[src/rtl/dct_seq_pkg.sv]
// Shared types for the DCT MAC sequencer: FSM state encoding and the
// control token that travels alongside each multiply through the macu.
package dct_seq_pkg;

  localparam int DCT_N_TAPS = 8;

  typedef enum logic [1:0] {
    IDLE,
    RUN,
    DRAIN,
    HOLD
  } seq_state_t;

  typedef struct packed {
    logic valid;
    logic first;
    logic last;
  } ctl_tok_t;

  localparam int CTL_TOK_W = $bits(ctl_tok_t);

  function automatic ctl_tok_t make_tok(input logic valid, input logic first, input logic last);
    ctl_tok_t tok;
    tok.valid = valid;
    tok.first = valid & first;
    tok.last  = valid & last;
    return tok;
  endfunction

endpackage

[src/rtl/dct_ctl_delay.sv]
// Delay line that keeps control tokens aligned with the multiplier result
// register; it advances only on the global clock enable.
module dct_ctl_delay
  import dct_seq_pkg::*;
#(
  parameter int DEPTH = 1
) (
  input  logic                 i_clk,
  input  logic                 i_rst,
  input  logic                 i_ena,
  input  logic [CTL_TOK_W-1:0] i_tok_in,
  output logic [CTL_TOK_W-1:0] o_tok_out
);

  logic [CTL_TOK_W-1:0] r_stage [DEPTH];

  always_ff @(posedge i_clk) begin
    if (i_rst) begin
      for (int i = 0; i < DEPTH; i++) begin
        r_stage[i] <= '0;
      end
    end else if (i_ena) begin
      r_stage[0] <= i_tok_in;
      for (int i = 1; i < DEPTH; i++) begin
        r_stage[i] <= r_stage[i-1];
      end
    end
  end

  assign o_tok_out = r_stage[DEPTH-1];

endmodule

[src/rtl/dct_mac_sequencer.sv]
// Drives one dct_unit's multiplier/accumulator through N_TAPS steps per
// coefficient and hands the finished sum to the zigzag stage.
module dct_mac_sequencer
  import dct_seq_pkg::*;
#(
  parameter int N_TAPS   = DCT_N_TAPS,
  parameter int IDX_W    = 3,
  parameter int MULT_LAT = 1,
  parameter int RES_CNT  = 64
) (
  input  logic             i_clk,
  input  logic             i_rst,
  input  logic             i_ena,
  input  logic             i_start,
  output logic             o_busy,
  input  logic             i_samp_valid,
  output logic             o_samp_ready,
  output logic [IDX_W-1:0] o_tap_idx,
  output logic             o_mult_en,
  output logic             o_acc_clr,
  output logic             o_acc_en,
  output logic             o_res_valid,
  input  logic             i_res_ready,
  output logic [5:0]       o_res_idx
);

  seq_state_t       r_state;
  logic [IDX_W-1:0] r_tap;
  logic [5:0]       r_res_idx;
  logic             r_busy;
  logic             r_run;
  logic             r_res_valid;

  logic             w_issue;
  logic             w_tap_first;
  logic             w_tap_last;
  logic             w_drain_done;
  logic [5:0]       w_res_idx_next;
  ctl_tok_t         w_tok_in;
  ctl_tok_t         w_tok_out;

  assign w_issue      = r_run & i_samp_valid & i_ena;
  assign w_tap_first  = (r_tap == '0);
  assign w_tap_last   = (r_tap == IDX_W'(N_TAPS - 1));
  assign w_tok_in     = make_tok(w_issue, w_tap_first, w_tap_last);
  assign w_drain_done = w_tok_out.valid & w_tok_out.last & i_ena;

  assign w_res_idx_next = (r_res_idx == 6'(RES_CNT - 1)) ? 6'd0 : r_res_idx + 6'd1;

  // Tokens emerge exactly when the matching product sits in mult_res.
  dct_ctl_delay #(
    .DEPTH (MULT_LAT)
  ) u_ctl_delay (
    .i_clk     (i_clk),
    .i_rst     (i_rst),
    .i_ena     (i_ena),
    .i_tok_in  (w_tok_in),
    .o_tok_out (w_tok_out)
  );

  always_ff @(posedge i_clk) begin
    if (i_rst) begin
      r_state     <= IDLE;
      r_tap       <= '0;
      r_res_idx   <= '0;
      r_busy      <= 1'b0;
      r_run       <= 1'b0;
      r_res_valid <= 1'b0;
    end else if (i_ena) begin
      case (r_state)
        IDLE: begin
          if (i_start) begin
            r_state <= RUN;
            r_tap   <= '0;
            r_busy  <= 1'b1;
            r_run   <= 1'b1;
          end
        end
        RUN: begin
          if (w_issue) begin
            if (w_tap_last) begin
              r_state <= DRAIN;
              r_tap   <= '0;
              r_run   <= 1'b0;
            end else begin
              r_tap <= r_tap + IDX_W'(1);
            end
          end
        end
        DRAIN: begin
          if (w_drain_done) begin
            r_state     <= HOLD;
            r_res_valid <= 1'b1;
          end
        end
        HOLD: begin
          // A start on the handshake cycle chains straight into the next result.
          if (i_res_ready) begin
            r_res_idx   <= w_res_idx_next;
            r_res_valid <= 1'b0;
            r_tap       <= '0;
            if (i_start) begin
              r_state <= RUN;
              r_run   <= 1'b1;
            end else begin
              r_state <= IDLE;
              r_busy  <= 1'b0;
            end
          end
        end
        default: begin
          r_state     <= IDLE;
          r_busy      <= 1'b0;
          r_run       <= 1'b0;
          r_res_valid <= 1'b0;
        end
      endcase
    end
  end

  assign o_busy       = r_busy;
  assign o_samp_ready = r_run & i_ena;
  assign o_tap_idx    = r_tap;
  assign o_mult_en    = w_issue;
  assign o_acc_en     = w_tok_out.valid & i_ena;
  assign o_acc_clr    = w_tok_out.valid & w_tok_out.first & i_ena;
  assign o_res_valid  = r_res_valid;
  assign o_res_idx    = r_res_idx;

endmodule

[config.mk]
export PLATFORM = sky130hd
export DESIGN_NAME = dct_mac_sequencer
export DESIGN_NICKNAME = d
export VERILOG_FILES = /design/src/rtl/dct_seq_pkg.sv /design/src/rtl/dct_ctl_delay.sv /design/src/rtl/dct_mac_sequencer.sv
export SDC_FILE = /design/constraint.sdc
export NUM_CORES = 1
export LEC_CHECK = 0
export CELL_PAD_IN_SITES_DETAIL_PLACEMENT = 0
export CELL_PAD_IN_SITES_GLOBAL_PLACEMENT = 1
export CORE_MARGIN = 2
export CORE_UTILIZATION = 37
export DETAILED_ROUTE_END_ITERATION = 10
export PLACE_DENSITY_LB_ADDON = 0.1
export RECOVER_POWER = 25
export SKIP_CTS_REPAIR_TIMING = 1
export SLEW_MARGIN = 10
export SYNTH_ARGS = -nofsm -noshare
export SYNTH_HDL_FRONTEND = slang
export SYNTH_SLANG_ARGS = --single-unit
export TNS_END_PERCENT = 30
[constraint.sdc]
create_clock -name i_clk -period 1.9 [get_ports i_clk]
set_input_delay 0.285 -clock i_clk [delete_from_list [all_inputs] [get_ports i_clk]]
set_output_delay 0.285 -clock i_clk [all_outputs]
set_load 0.03 [all_outputs]
# After elaboration in Yosys (flattened, before gate mapping)
# Memory sizes are Yosys's and may differ from the RTL's.
# Cells that the tools add are included.
[totals] mem_bits_rw=3 mem_count=1 ff_bits=14 elab_cells=74
[memory_table] memory="u_ctl_delay.r_stage" depth=1 width=3 rd=1 rd_ports_with_merged_regs=0 write_ports=1 line="dct_ctl_delay.sv:15" source="logic [CTL_TOK_W-1:0] r_stage [DEPTH];"
[op_classes] eq_ne=11 n_reduce_logical=12 add_sub_neg=2 mux=32 n_bitwise=10
[ops] op="two-way mux 1 bit" count=16
[ops] op="two-way mux 3 bit" count=5
[ops] op="AND reduction 5 bit" count=3
[ops] op="inequality test 2 bit, second input constant" count=6
[ops] op="AND 1 bit" count=10
[ops] op="two-way mux 2 bit" count=5
[ops] op="case mux 3 bit (3 select lines)" count=1
[ops] op="case mux 2 bit (4 select lines)" count=1
[ops] op="adder 6 x 1 -> 6 bit, second input constant" count=1
[ops] op="== test 6 bit, second input constant" count=1
[ops] op="two-way mux 6 bit" count=1
[ops] op="AND reduction 6 bit" count=1
[ops] op="== test 2 bit, second input constant" count=2
[ops] op="case mux 1 bit (2 select lines)" count=2
[ops] op="AND reduction 4 bit" count=1
[ops] op="nonzero test 2 bit" count=2
[ops] op="adder 3 x 1 -> 3 bit, second input constant" count=1
[ops] op="== test 3 bit, second input constant" count=1
[ops] op="zero test 3 bit" count=1
[ops] op="case mux 1 bit (3 select lines)" count=1
[ops] op="AND reduction 3 bit" count=1
[ops] op="nonzero test 3 bit" count=1
[ops] op="OR reduction 3 bit" count=1
[ops] op="== test 2 x 1 -> 1 bit, second input constant" count=1
[ops] op="zero test 2 bit" count=1

# Longest topological paths before layout
# Gate-level depths: netlist of run 1.
[logic_depth] ltp_word=5 depth_mapped=6 mapped_depth_nobuf=6

# By module
# Synthesis of run 1 repeated with hierarchy kept, for this count alone.
[unflattened] hier_cells=106 hier_area_um2=1013.5
[modules_own_cells] module="dct_mac_sequencer" seq_area_each_um2=280.3 area_each_um2=890.9 cells_each=99 instances=1
[modules_own_cells] module="dct_ctl_delay" seq_area_each_um2=90.1 area_each_um2=122.6 cells_each=7 instances=1

# Worst setup path before layout of run 1
# OpenSTA, ideal clock, no wires.
[synth_timing] kind="register to register" start="register r_state[0]" end="register r_tap[0] (netlist: o_tap_idx[0])" setup_slack_ps=249 stages_incl_launch_ff=7 t_arrival_ps=1580 setup_time_ps=71 synth_period_minus_slack_ps=1651 path_buffers=0 cell_sequence="dfxtp_1 > inv_1 > ha_1 > nand2b_1 > nand3b_2 > or4_1 > a21oi_1"
[synth_between] elab_chain_cells=3
[synth_lines] item="start, declared" line="dct_mac_sequencer.sv:27" source="seq_state_t r_state;"
[synth_lines] item="start signal, assigned" line="dct_mac_sequencer.sv:63" source="r_state <= IDLE;"
[synth_lines] item="start signal, assigned" line="dct_mac_sequencer.sv:73" source="r_state <= RUN;"
[synth_lines] item="start signal, assigned" line="dct_mac_sequencer.sv:82" source="r_state <= DRAIN;"
[synth_lines] item="== test 2 x 1 -> 1 bit, or another cell as far along" line="dct_mac_sequencer.sv:70" source="case (r_state)"
[synth_lines] item="inequality test 2 bit (no source line) / nonzero test 3 bit (equally long branches)"
[synth_lines] item="AND reduction 5 bit (no source line)"
[synth_lines] item="end signal, assigned" line="dct_mac_sequencer.sv:86" source="r_tap <= r_tap + IDX_W'(1);"
[synth_lines] item="end, declared" line="dct_mac_sequencer.sv:28" source="logic [IDX_W-1:0] r_tap;"
# Several ways; a longest one is shown, not always the timed one.
# A chain may end at the register's enable or synchronous reset.

# Worst setup path in the final report of run 1
# Ends and elaborated chain as after synthesis.

==> results by group, run 1 <==
Run status
  • Outcome: finished, final reports clean

Setup path
  • Largest delay share family, worst path: simple AND/OR/NAND/NOR gates
  • Worst r2r dst: o_tap_idx[0]
  • Crit path buffers/inverters: 1
  • WP depth: 6
  • FF-to-FF setup slack: between 0.15 and 0.2 ns
  • Type of origin of the critical path: flip-flop
  • Worst Setup End Kind: flip-flop
  • WP data arrival: a little under 2 ns
  • CP max FO: 3
  • Slowest cell on crit path: or4_1
  • R2R depth: 6
  • Crit-path max cell delay: approximately 0.47 ns
  • Worst R2R Start: r_state[0]
  • Crit-path cells: inv_1 -> ha_1 -> nand2b_1 -> nand3b_2 -> or4_1 -> a21oi_1
  • CP required: approximately 2.1 ns
  • Setup CP Type: reg2reg

Cells and area
  • Total inserted antenna cells: 0
  • Area growth, synth to finish: 27.61%
  • Layout cell share with drive strength beyond 1: 0.1314
  • Nets: 154
  • Final-layout fill cell count: ~270

Route
  • Avg WL per Cell: roughly 12 um
  • Top layer in use: met4
  • Routed length on met3: around 100 um
  • DRC: 0
  • Met2 wire len: 925 um
  • Routed Antenna Nets: 0
  • Drt first pass iters: 4
  • Post-Route WL: just over 2000 um
  • WL met1: ~1000 um
  • Vias per cell: 5.084
  • Iter 0 DRT Violations: 22
  • Via Count: around 850

Global route
  • First-pass GRT wire length: 3629 um
  • Initial antenna violation count: 0
  • Global Route Usage Sum: 0.1457
  • Total grt overflow: 0
  • Vias in the first global route: just over 800
  • Largest net degree at the start of global routing: 10

Clock tree
  • Root Driver: clkbuf_4
  • CTS clk-pin slew, worst paths: 0.10 ns
  • CTS tree: yes
  • H-tree depth: 1
  • Clk buf depth: 2
  • CTS Buf Count: 3
  • Worst skew pair latency: ~0.28 ns
  • Clock Sinks: 17

Worst hold path
  • Hold EP: o_busy
  • Hold Path Class: reg2reg
  • Hold wc startpoint: o_busy
  • Hold depth: 2

Yosys
  • Yosys cell types: 38
  • Seq/Total Area, Yosys: 0.3766
  • Count of flip-flops with a built-in enable after synthesis: 3
  • Syn_nets: 125
  • Yosys warnings: 0
  • Synthesis-stage register bit count: 17
  • Syn Std Cell Area: about 1000 sq um
  • Ys flop type: dfxtp_1
  • Ys async rst share: 0
  • Mapped Cells: 109
  • Post-Syn Area per Cell: ~9.0 sq um

STA
  • Peak Freq: 572.5 MHz
  • Final period utilization: 0.9193
  • Worst-case clock skew: around 0.0049 ns
  • Hold Fails Final Rpt: 0
  • Worst rel slew slack: 0.7926
  • Hold_ws: between 0.5 and 0.6 ns
  • Min Tclk post-route: roughly 1.7 ns
  • Unrepaired setup endpoints after global routing: no
  • Final Slew Violations: 0
  • TNS Setup: 0 ns
  • Endpoints failing setup: 0
  • Least-Margin Pin Slew: slightly above 0.3 ns

Power and ir drop
  • P_leak: a little under 0.5 nW
  • Peak VDD IR: about 0.32 mV
  • Pwr dens: slightly below 600 nW/um^2
  • Post-layout total power: roughly 730 uW

Floorplan
  • Rows: 18
  • Core ar.: ~2500 sq um
  • Die Ht: between 50 and 60 um
  • Die area: approximately 3000 sq um
  • DIE WIDTH: 55.56 um
  • I/O Pins: 21
  • Starting Density: 0.3934

Job
  • Max-Cap Viols: 0

Place
  • DP HPWL: approximately 1600 um
  • Global placer's final weighted congestion: approximately 0.76
  • Buffers on Ports: 20
[cell families after synthesis]
group	count (synthesis)	share of synthesized area
AOI/OAI and AO/OA	22	0.1412
xor gates and xnor gates	4	0.03563
adders and majority gates	10	0.1272
buffers and inverters	11	0.04961
DFF	17	0.3766
muxes	1	0.01018
and+or+nand+nor	44	0.2595
[synth_stat cells, types with 2 or more instances]
master	n	area [sq um]
nand2_1	6	22.52
and3_1	4	25.02
buf_4	2	15.01
nand3_1	4	20.02
or2_2	2	12.51
a21oi_1	7	35.03
nand4_1	2	12.51
dfxtp_1	14	280.3
xnor2_1	2	17.52
ha_1	10	125.1
inv_1	6	22.52
and2_1	3	18.77
edfxtp_1	3	90.09
o21ai_0	5	25.02
nor2_1	8	30.03
or3_1	2	12.51
xor2_1	2	17.52
nand2b_1	6	37.54
clkbuf_1	2	7.510
[where the power goes]
group          switching, mW  leakage, nW  internal, mW
clock network          0.111       0.0150        0.0814
registers             0.0105        0.147         0.380
logic                 0.0783        0.324        0.0691
total                  0.200        0.486         0.530
[area by class of cell]
type | instances | area (sq um) | share of cell area
flip-flops and latches | 17 | 370.4 | 0.2951
inverters | 7 | 26.28 | 0.02094
multi-input cells | 81 | 551.8 | 0.4397
well taps | 30 | 37.54 | 0.02991
repair buffers | 28 | 242.7 | 0.1934
clock buffers | 4 | 26.28 | 0.02094
[worst max-delay path by stage]
stage / startpoint / end / slack [ns]
after global routing: r_state[0] / o_tap_idx[0] / 0.0007
final: r_state[0] / o_tap_idx[0] / 0.15
after floorplan: r_state[0] / o_tap_idx[0] / 0.25
after global placement: i_ena / o_tap_idx[0] / 0.08
after CTS: r_state[0] / o_tap_idx[0] / 0.14
after detailed placement: i_ena / o_tap_idx[0] / 0.06
[placed cells by master (no fill, tap or decap), types with 2 or more instances in the layout]
| cell type | Yosys | layout |
|---|---|---|
| clkdlybuf4s50_1 | 0 | 15 |
| dfxtp_1 | 14 | 14 |
| ha_1 | 10 | 10 |
| buf_4 | 2 | 10 |
| nor2_1 | 8 | 8 |
| a21oi_1 | 7 | 7 |
| inv_1 | 6 | 6 |
| nand2b_1 | 6 | 6 |
| nand2_1 | 6 | 6 |
| nand3_1 | 4 | 5 |
| o21ai_0 | 5 | 5 |
| and3_1 | 4 | 4 |
| and2_1 | 3 | 3 |
| clkbuf_4 | 0 | 3 |
| clkbuf_1 | 2 | 3 |
| edfxtp_1 | 3 | 3 |
| or2_2 | 2 | 2 |
| or3_1 | 2 | 2 |
| nand4_1 | 2 | 2 |
| xnor2_1 | 2 | 2 |
| xor2_1 | 2 | 2 |
[registers in the layout, summed over array words and instances, names as in the netlist]
register             flops
o_res_idx                6
o_tap_idx                3
u_ctl_delay.r_stage      3
r_state                  2
o_busy                   1
o_res_valid              1
r_run                    1
[per-stage QoR]
step                instance area, sq um  setup WS [ns]  instances  utilization
CTS                                 1275         0.1424        167       0.5100
global placement                    1249        0.08250        163       0.4995
global route                        1255      0.0006675        167       0.5020
detailed placement                  1249        0.05527        163       0.4995
floorplan                          983.4         0.2492        109            -
finish                              1255         0.1534        167       0.5020
[tightest hold or removal path, cell delays in order (launching register included)]
cell     delay (ns)
dfxtp_1        0.34
o21ai_0        0.07
a21oi_1        0.06
[layer usage]
metal | up-vias | track usage
li1 | 440 | -
met1 | 383 | 0.1890
met2 | 24 | 0.2364
met3 | 2 | 0.02576
met4 | 0 | 0.06272
met5 | - | 0
No activity file was read; power rests on OpenSTA's default activity.
==> inputs of run 2 (changes only) <==
--- a/config.mk
+++ b/config.mk
@@ -9,9 +9,10 @@
 export CELL_PAD_IN_SITES_GLOBAL_PLACEMENT = 1
 export CORE_MARGIN = 2
 export CORE_UTILIZATION = 37
+export CTS_CLUSTER_SIZE = 25
 export DETAILED_ROUTE_END_ITERATION = 10
+export GPL_ROUTABILITY_DRIVEN = 0
 export PLACE_DENSITY_LB_ADDON = 0.1
-export RECOVER_POWER = 25
 export SKIP_CTS_REPAIR_TIMING = 1
 export SLEW_MARGIN = 10
 export SYNTH_ARGS = -nofsm -noshare
==> run 2 against run 1 <==
  * Count of clock-buffer cells in the layout unchanged
  * Non-clock buffer count is the same
  * Cell count unchanged
  * Total power grew 0.48%
  * Global-route usage unchanged
  * Sequential power is essentially flat
  * Combinational power about the same
  * Critical endpoint unchanged
  * Clock skew is 0.00061 ns higher
  * Final area increased by 1.6%
==> results by group, run 2 (synthesis results as in run 1) <==
Run status
  • Outcome: finished, final reports clean (unchanged)

Clock tree
  • CTS tree: yes (unchanged)
  • Clk buf depth: 2 (unchanged)
  • Root Driver: clkbuf_4 (unchanged)
  • CTS Buf Count: 3 (unchanged)
  • Clock Sinks: 17 (unchanged)
  • H-tree depth: 1 (unchanged)
  • Worst skew pair latency: 0.28 ns (about the same)
  • CTS clk-pin slew, worst paths: 0.10 ns (about the same)

Route
  • Post-Route WL: 2039 um (was 2045 um)
  • DRC: 0 (unchanged)
  • Iter 0 DRT Violations: 22 (unchanged)
  • Vias per cell: 5.036 (was 5.084)
  • Routed Antenna Nets: 0 (unchanged)
  • Via Count: 841 (was 849)
  • Drt first pass iters: 4 (unchanged)
  • Avg WL per Cell: 12.21 um (was 12.25 um)

Setup path
  • Worst R2R Start: r_state[0] (unchanged)
  • Setup CP Type: reg2reg (unchanged)
  • Crit path buffers/inverters: 1 (unchanged)
  • WP data arrival: 1.95 ns (was 1.96 ns)
  • Slowest cell on crit path: or4_1 (unchanged)
  • CP max FO: 3 (unchanged)
  • FF-to-FF setup slack: 0.16 ns (was 0.15 ns)
  • Worst Setup End Kind: flip-flop (unchanged)
  • R2R depth: 6 (unchanged)
  • Type of origin of the critical path: flip-flop (unchanged)
  • Largest delay share family, worst path: simple AND/OR/NAND/NOR gates (unchanged)
  • CP required: 2.11 ns (about the same)
  • Crit-path cells: inv_1 -> ha_1 -> nand2b_1 -> nand3b_2 -> or4_1 -> a21oi_1 (unchanged)
  • Worst r2r dst: o_tap_idx[0] (unchanged)
  • Crit-path max cell delay: 0.47 ns (about the same)
  • WP depth: 6 (unchanged)

Job
  • Max-Cap Viols: 0 (unchanged)

Power and ir drop
  • Post-layout total power: 733.6 uW (was 730.1 uW)
  • Peak VDD IR: 0.3205 mV (was 0.3193 mV)
  • Pwr dens: 575.4 nW/um^2 (was 581.8 nW/um^2)
  • P_leak: 0.4940 nW (was 0.4862 nW)

Worst hold path
  • Hold Path Class: reg2reg (unchanged)
  • Hold wc startpoint: o_busy (unchanged)
  • Hold EP: o_busy (unchanged)
  • Hold depth: 2 (unchanged)

Global route
  • First-pass GRT wire length: 3629 um (unchanged)
  • Initial antenna violation count: 0 (unchanged)
  • Global Route Usage Sum: 0.1457 (unchanged)
  • Vias in the first global route: 830 (unchanged)
  • Largest net degree at the start of global routing: 10 (unchanged)
  • Total grt overflow: 0 (unchanged)

Floorplan
  • Starting Density: 0.3934 (unchanged)
  • Die area: 3086 sq um (unchanged)
  • Die Ht: 55.56 um (unchanged)
  • I/O Pins: 21 (unchanged)
  • Rows: 18 (unchanged)
  • DIE WIDTH: 55.56 um (unchanged)
  • Core ar.: 2500 sq um (unchanged)

Cells and area
  • Total inserted antenna cells: 0 (unchanged)
  • Number of flip-flops in the largest register: 6 (unchanged)
  • Area growth, synth to finish: 29.64% (was 27.61%)
  • Layout cell share with drive strength beyond 1: 0.1533 (was 0.1314)
  • Nets: 154 (unchanged)
  • Commonest non-fill, non-tap cell in the layout: clkdlybuf4s50_1 (unchanged)
  • Commonest cells after routing, fill and taps aside: clkdlybuf4s50_1, dfxtp_1, buf_4 (was clkdlybuf4s50_1, dfxtp_1, ha_1, buf_4, nor2_1)

STA
  • Least-Margin Pin Slew: 0.3102 ns (about the same)
  • TNS Setup: 0 ns (unchanged)
  • Final Slew Violations: 0 (unchanged)
  • Endpoints failing setup: 0 (unchanged)
  • Hold_ws: 0.5068 ns (was 0.5069 ns)
  • Unrepaired setup endpoints after global routing: no (unchanged)
  • Hold Fails Final Rpt: 0 (unchanged)
  • Peak Freq: 574.1 MHz (was 572.5 MHz)
  • Final period utilization: 0.9168 (was 0.9193)
  • Worst-case clock skew: 0.005474 ns (was 0.004866 ns)
  • Min Tclk post-route: 1.742 ns (was 1.747 ns)
  • Worst rel slew slack: 0.7926 (about the same)

Place
  • Buffers on Ports: 20 (unchanged)
  • DP HPWL: 1571 um (unchanged)
==> run 2: cell count changes in the layout (fill, tap and decap cells not counted) <==
cell,change
buf_4,+2
clkbuf_1,-2
clkdlybuf4s50_1,+1
dlygate4sd3_1,-1
nand3_1,-1
nand3_4,+1
==> run 2: worst max-delay path by stage <==
stage / to / from / slack (ns)
after floorplan: o_tap_idx[0] / r_state[0] / 0.25
after global placement: o_tap_idx[0] / i_ena / 0.08
after detailed placement: o_tap_idx[0] / i_ena / 0.06
after CTS: o_tap_idx[0] / r_state[0] / 0.14
after global routing: o_tap_idx[0] / r_state[0] / 0.001
final: o_tap_idx[0] / r_state[0] / 0.16
==> run 2: final cells by class <==
class | count | area [sq um]
inverter | 7 | 26.28
tap | 30 | 37.54
sequential | 17 | 370.4
fill | 262 | 1225
clock buffer | 4 | 26.28
timing repair buffer | 28 | 250.2
multi-input combinational | 81 | 564.3
==> run 2: stage by stage <==
step	std cells	util	worst slack (ns)	instance area, sq um
2_1_floorplan	109	-	0.2492	983.4
3_3_place_gp	163	0.4995	0.08250	1249
3_5_place_dp	163	0.4995	0.05527	1249
4_1_cts	167	0.5100	0.1424	1275
5_1_grt	167	0.5100	0.001041	1275
6_report	167	0.5100	0.1581	1275
==> run 2: per-layer routing <==
metal | vias to the layer above | share of wire | GRT usage
met3 | 2 | 0.057 | 0.02576
met4 | 0 | 0.0049 | 0.06272
met5 | - | 0 | 0
met1 | 376 | 0.49 | 0.1890
li1 | 439 | - | -
met2 | 24 | 0.45 | 0.2364
==> run 2: power breakdown <==
group / internal, mW / switching [mW] / leakage (nW)
Combinational: 0.0709 / 0.0795 / 0.332
Sequential: 0.380 / 0.0117 / 0.147
Clock: 0.0814 / 0.110 / 0.0150
==> run 2: worst min-delay path: cells and delay by family, from the launching register on <==
kind | cells | cell delay (ns)
AO/OA/AOI/OAI | 2 | 0.13
flip-flops | 1 | 0.34
